<file path="config.mk">
export PLATFORM = sky130hd
export DESIGN_NAME = regfile_scoreboard_flat
export DESIGN_NICKNAME = d
export VERILOG_FILES = /design/src/rtl/regfile_scoreboard_if.sv /design/src/rtl/regfile_scoreboard.sv /design/src/flat_wrapper.sv
export SDC_FILE = /design/constraint.sdc
export NUM_CORES = 2
export LEC_CHECK = 0
export BUFFER_PORTS_ARGS = -buffer_cell sky130_fd_sc_hd__buf_2
export CORE_UTILIZATION = 62
export DETAILED_ROUTE_END_ITERATION = 10
export PLACE_DENSITY = 0.9
export SLEW_MARGIN = 15
export SYNTH_ARGS = -nofsm -noshare
export SYNTH_HDL_FRONTEND = slang
export SYNTH_SLANG_ARGS = --single-unit
</file>
<file path="constraint.sdc">
create_clock -name clk -period 4.7 [get_ports clk]
set_clock_uncertainty 0.05 [all_clocks]
set_input_delay 0.705 -clock clk [delete_from_list [all_inputs] [get_ports clk]]
set_output_delay 0.705 -clock clk [all_outputs]
set_load 0.02 [all_outputs]
</file>
<file path="src/rtl/regfile_scoreboard_if.sv">
// Register-file port bundle: writeback, issue-claim and two read ports.
// Latency: none of its own; pure signal grouping.
// Backpressure: none; every field is sampled or driven each cycle.
interface regfile_scoreboard_if #(
  parameter int XLEN = 32,
  parameter int AW   = 5
);
  logic            RegWrite;
  logic [AW-1:0]   rd;
  logic [XLEN-1:0] write_data;
  logic            issue_valid;
  logic [AW-1:0]   issue_rd;
  logic [AW-1:0]   rs1;
  logic [AW-1:0]   rs2;
  logic [XLEN-1:0] read_data1;
  logic [XLEN-1:0] read_data2;
  logic            busy1;
  logic            busy2;
  logic [AW:0]     busy_count;

  // Pipeline side: issues claims, writes back, reads operands.
  modport master (
    output RegWrite, rd, write_data, issue_valid, issue_rd, rs1, rs2,
    input  read_data1, read_data2, busy1, busy2, busy_count
  );

  // Register file side.
  modport slave (
    input  RegWrite, rd, write_data, issue_valid, issue_rd, rs1, rs2,
    output read_data1, read_data2, busy1, busy2, busy_count
  );
endinterface

</file>
<file path="src/rtl/regfile_scoreboard.sv">
// Register file with per-register pending (scoreboard) bits and a live pending count.
// Latency: reads and busy flags are combinational; writes/claims land on the rising edge.
// Backpressure: none; optional macro REGFILE_BYPASS_EN forwards same-cycle writeback to reads.
module regfile_scoreboard #(
  parameter int XLEN = 32,
  parameter int NREG = 32,
  parameter int AW   = 5
) (
  input logic                 clk,
  input logic                 rst,
  regfile_scoreboard_if.slave bus
);

  localparam logic [AW:0] CNT_ONE = {{AW{1'b0}}, 1'b1};

  logic [XLEN-1:0] r_data [NREG];
  logic [NREG-1:0] r_pend;
  logic [AW:0]     r_busy_count;

  logic            w_wr_en;
  logic            w_iss_en;
  logic            w_set;
  logic            w_clr;
  logic [AW:0]     w_cnt_next;

  // x0 is never a legal target for either a write or a claim.
  assign w_wr_en  = bus.RegWrite    && (bus.rd       != '0);
  assign w_iss_en = bus.issue_valid && (bus.issue_rd != '0);

  // A claim only counts if the bit was clear; a writeback only counts if the
  // bit was set and the same register is not being re-claimed this edge.
  assign w_set = w_iss_en && !r_pend[bus.issue_rd];
  assign w_clr = w_wr_en && r_pend[bus.rd] && !(w_iss_en && (bus.issue_rd == bus.rd));

  // Incremental popcount update: +1, -1 or unchanged.
  always_comb begin
    w_cnt_next = r_busy_count;
    if (w_set && !w_clr) begin
      w_cnt_next = r_busy_count + CNT_ONE;
    end else if (w_clr && !w_set) begin
      w_cnt_next = r_busy_count - CNT_ONE;
    end
  end

  // Data, pending bits and count; reset wins over writes and claims.
  always_ff @(posedge clk) begin
    if (rst) begin
      for (int i = 0; i < NREG; i++) begin
        r_data[i] <= '0;
      end
      r_pend       <= '0;
      r_busy_count <= '0;
    end else begin
      if (w_wr_en) begin
        r_data[bus.rd] <= bus.write_data;
      end
      for (int i = 1; i < NREG; i++) begin
        if (w_iss_en && (bus.issue_rd == AW'(i))) begin
          r_pend[i] <= 1'b1;
        end else if (w_wr_en && (bus.rd == AW'(i))) begin
          r_pend[i] <= 1'b0;
        end
      end
      r_busy_count <= w_cnt_next;
    end
  end

  // Read ports and busy flags, optionally forwarding the in-flight writeback.
  always_comb begin
    bus.read_data1 = (bus.rs1 == '0) ? '0 : r_data[bus.rs1];
    bus.read_data2 = (bus.rs2 == '0) ? '0 : r_data[bus.rs2];
    bus.busy1      = r_pend[bus.rs1];
    bus.busy2      = r_pend[bus.rs2];
`ifdef REGFILE_BYPASS_EN
    if (w_wr_en && (bus.rs1 == bus.rd)) begin
      bus.read_data1 = bus.write_data;
      bus.busy1      = w_iss_en && (bus.issue_rd == bus.rs1);
    end
    if (w_wr_en && (bus.rs2 == bus.rd)) begin
      bus.read_data2 = bus.write_data;
      bus.busy2      = w_iss_en && (bus.issue_rd == bus.rs2);
    end
`endif
  end

  assign bus.busy_count = r_busy_count;

endmodule

</file>
<file path="src/flat_wrapper.sv">
// flat-port wrapper written by rule: the top's interface ports become plain ports
module regfile_scoreboard_flat 
#(
  parameter int XLEN = 32,
  parameter int NREG = 32,
  parameter int AW   = 5
)
  (clk, rst, bus_RegWrite, bus_rd, bus_write_data, bus_issue_valid, bus_issue_rd, bus_rs1, bus_rs2, bus_read_data1, bus_read_data2, bus_busy1, bus_busy2, bus_busy_count);
  regfile_scoreboard_if #(.XLEN(XLEN), .AW(AW)) bus_i ();
  input logic clk;
  input logic rst;
  input wire logic [$bits(bus_i.RegWrite)-1:0] bus_RegWrite;
  input wire logic [$bits(bus_i.rd)-1:0] bus_rd;
  input wire logic [$bits(bus_i.write_data)-1:0] bus_write_data;
  input wire logic [$bits(bus_i.issue_valid)-1:0] bus_issue_valid;
  input wire logic [$bits(bus_i.issue_rd)-1:0] bus_issue_rd;
  input wire logic [$bits(bus_i.rs1)-1:0] bus_rs1;
  input wire logic [$bits(bus_i.rs2)-1:0] bus_rs2;
  output wire logic [$bits(bus_i.read_data1)-1:0] bus_read_data1;
  output wire logic [$bits(bus_i.read_data2)-1:0] bus_read_data2;
  output wire logic [$bits(bus_i.busy1)-1:0] bus_busy1;
  output wire logic [$bits(bus_i.busy2)-1:0] bus_busy2;
  output wire logic [$bits(bus_i.busy_count)-1:0] bus_busy_count;
  assign bus_i.RegWrite = bus_RegWrite;
  assign bus_i.rd = bus_rd;
  assign bus_i.write_data = bus_write_data;
  assign bus_i.issue_valid = bus_issue_valid;
  assign bus_i.issue_rd = bus_issue_rd;
  assign bus_i.rs1 = bus_rs1;
  assign bus_i.rs2 = bus_rs2;
  assign bus_read_data1 = bus_i.read_data1;
  assign bus_read_data2 = bus_i.read_data2;
  assign bus_busy1 = bus_i.busy1;
  assign bus_busy2 = bus_i.busy2;
  assign bus_busy_count = bus_i.busy_count;
  regfile_scoreboard #(.XLEN(XLEN), .NREG(NREG), .AW(AW)) u_core (.clk(clk), .rst(rst), .bus(bus_i));
endmodule
</file>
==> results_dict.tcl <==
set metrics [dict create \
    pwr-share-clk 0.375 \
    ys_ff_latch 1061 \
    synth_cells 3705 \
    pwr-share-seq 0.490 \
    relSlewSlack 0.174 \
    cp_max_fo 72 \
    crit_slowest_cell "a221oi_1" \
    synth_area_leaders "edfxtp_1 (54%), mux4_2 (22%), and2_1 (11%)" \
    post-route-drc-count 0 \
    layout_common_cells "edfxtp_1 (1024), and2_1 (993), mux4_2 (551)" \
    final.setup.tns_ns 0 \
    synth_top_family_by_area "multiplexers" \
    start_util 0.627 \
    die_w_um 304 \
    min_period_ns 4.34 \
    synth_compound_area_frac 0.0361 \
    final_common_cell "edfxtp_1" \
    cts_tree "done" \
    dp_hpwl_mm 106 \
    async_flop_share 0 \
    worst_ep_required_time_ns 3.94 \
    grt_pass1_vias 39000 \
    cts_hold_buf 0 \
    synthAdderAreaFrac 0.00168 \
    clkTransAtPathRegs_ns 0.06 \
    dieArea_um2 92600 \
    cts_max_path_buffers 3 \
    p_per_area_nw_per_um2 368 \
    grt_max_degree 80 \
    drt_iter0_markers 7677 \
    dpl_cell_area_um2 58900 \
    area_growth_pct 10.1 \
    fin_nets 3786 \
    antenna_found_initial 14 \
    synth-simple-area-share 0.124 \
    maxCapViolCount 0 \
    rsz0062_at_grt "no" \
    muxShareOfSynthArea 0.247 \
    arrival_ns 3.58 \
    r2r_end "u_core.bus.busy_count[4]" \
    ios 128 \
    synth_xor_xnor_area_share 0.00108 \
    fp-row-count 110 \
    status "completed" \
    cp_top_family "buffers and inverters" \
    met3WireLength_mm 34.0 \
    p_int_uw 17000 \
    synth_edf_count 1024 \
    drtPass1Iterations 7 \
    avgSynthCellArea_um2 15.3 \
    ys_types 52 \
    endpoint_kind "output port" \
    htreeDepth 3 \
    fillers 5201 \
    hold_violations 0 \
    highest_layer "met5" \
    critPathLaunchType "primary input" \
    seq_area_frac_synth 0.556 \
    crit_top_cell "mux4_2" \
    core_area_um2 90300 \
    hold_class "in -> reg" \
    postRouteAntennaNets 0 \
    p_leak_uw 0.0217 \
    finalSetupViolations 0 \
    fmax_ghz 0.231 \
    grt_usage 0.396 \
    viasPerCell 7.77 \
    r2r_start "u_core.r_pend[11]" \
    synth_area_um2 56600 \
    vdd_drop_max_uv 263 \
    drive_above_1_share 0.285 \
    wirelength_mm 184 \
    synth_top_area_frac 0.543 \
    postCtsResizedCells 0 \
    clock_latency_ns 0.68 \
    crit_cells 7 \
    postLayoutCoreUtil 0.691 \
    slowest_delay_ns 0.92 \
    cts_sinks 1061 \
    switchingPower_uw 5930 \
    swShare 0.258 \
    power.total_uw 22900 \
    wl_met1_mm 54.1 \
    grt_overflow 0 \
    path_buf_inv 4 \
    cts-root-buf "clkbuf_16" \
    worstMarginPinSlew_ns 1.24 \
    p_comb_frac 0.136 \
    fin_area_um2 62300 \
    routedWlPerCell_um 36.9 \
    slew_viol_final 0 \
    numCtsBuffers 102 \
    cp-endpoint "bus_read_data2[6]" \
    fin_crit_sh 0.923 \
    crit_type "in -> out" \
    crit_path_start "bus_rs2[1]" \
    die_height_um 304 \
    wl_met2_mm 80.0 \
    place.gp.congestion 0.967 \
    yosysWarnings 0 \
    postCtsSetupBuffers 0 \
    ys_dominant_reg_cell "edfxtp_1" \
    grt_pass1_wl_mm 262 \
    port_buffers 127 \
    r2r_slack_ns 1.19 \
    route.vias.total 38800 \
    yosysTopAreaCell "edfxtp_1" \
    rr_worst_depth 11 \
    path_cells "buf_8, buf_4, mux4_2, mux4_2, inv_1, a221oi_1, buf_2" \
]
-- synthesized netlist by cell type (2+ instances only) --
master and n:
nor4b_1 2, a211oi_1 20, xnor2_1 3, nor2_1 44, o21ai_0 36, inv_1 67, mux2_2 40, nand2_1 69
and2_1 993, a21oi_1 17, mux2i_1 98, mux4_2 551, a21o_1 31, buf_4 10, nand2b_1 7, nor2b_1 11
nor4_1 4, mux2_1 12, o22ai_1 37, dfxtp_1 37, o221ai_1 33, and3b_1 6, buf_1 22, or3_1 3
ha_1 6, edfxtp_1 1024, nor3b_1 2, xor2_1 4, o21ai_1 16, nor3_1 16, nand3_1 5, clkbuf_1 287
a22oi_1 24, clkinv_1 7, or4_1 3, a221oi_1 65, buf_2 78
-- worst reg2reg max path, stage by stage (launching register included) --
cell and delay, ns:
dfxtp_1 0.38, mux4_2 0.48, mux4_2 0.48, o221ai_1 0.22
ha_1 0.36, inv_1 0.19, ha_1 0.33, nor2b_1 0.13
o21a_1 0.17, o21ai_0 0.13, or3b_1 0.35, a21oi_1 0.14
-- cells by family after synthesis --
group	after synthesis
flops	1061
compound gates	285
other cells	1
mux	701
simple gates	1171
buf+inv	472
xor+xnor	7
fa+ha+maj	7
-- power by group through the flow --
stage	clock network (µW)	logic, µW	registers [µW]
6_report	8590	3110	11200
5_1_grt	8840	3140	11300
4_1_cts	8500	2970	11200
3_5_place_dp	0	2920	11400
3_3_place_gp	0	2870	11300
2_1_floorplan	0	1890	11300
-- layout make-up --
cell class                      instances  area (µm²)  area share
Antenna cell                           11        27.5    0.000442
Clock buffer                          128        2800      0.0449
Clock inverter                         63         629      0.0101
Inverter                               74         278     0.00446
Multi-Input combinational cell       2203       23500       0.377
Sequential cell                      1061       31500       0.505
Tap cell                             1176        1470      0.0236
Timing Repair Buffer                  281        2130      0.0341
-- metal layers --
layer / global-route usage / up-vias
li1: - / 14300
met1: 0.487 / 18700
met2: 0.580 / 4561
met3: 0.158 / 1266
met4: 0.271 / 8
met5: 0.00465 / -
-- stage by stage --
stage | setup WS [ns] | cells | hold WS (ns)
6_report | 0.362 | 4997 | 0.423
3_5_place_dp | 0.517 | 4795 | 0.443
3_3_place_gp | 0.534 | 4795 | 0.431
4_1_cts | 0.658 | 4986 | 0.399
5_1_grt | 0.432 | 4991 | 0.463
2_1_floorplan | 0.791 | 3736 | 0.411
-- worst min path at each step --
stage | start | to | slack, ns | depth (start not counted)
6_report | bus_issue_rd[4] | u_core.r_pend[2] | 0.42 | 4
5_1_grt | u_core.r_pend[18] | u_core.r_pend[18] | 0.46 | 2
4_1_cts | bus_issue_rd[4] | u_core.r_pend[2] | 0.40 | 4
3_5_place_dp | u_core.r_pend[18] | u_core.r_pend[18] | 0.44 | 2
3_3_place_gp | u_core.r_pend[18] | u_core.r_pend[18] | 0.43 | 2
2_1_floorplan | u_core.r_pend[18] | u_core.r_pend[18] | 0.41 | 2
-- sequential cells by signal, indices dropped and copies added (netlist names) --
| register | flops |
|---|---|
| u_core.bus.busy_count | 6 |
| u_core.r_pend | 31 |
| u_core.r_data | 1024 |
Note: power is estimated with default switching activity, not from simulation.
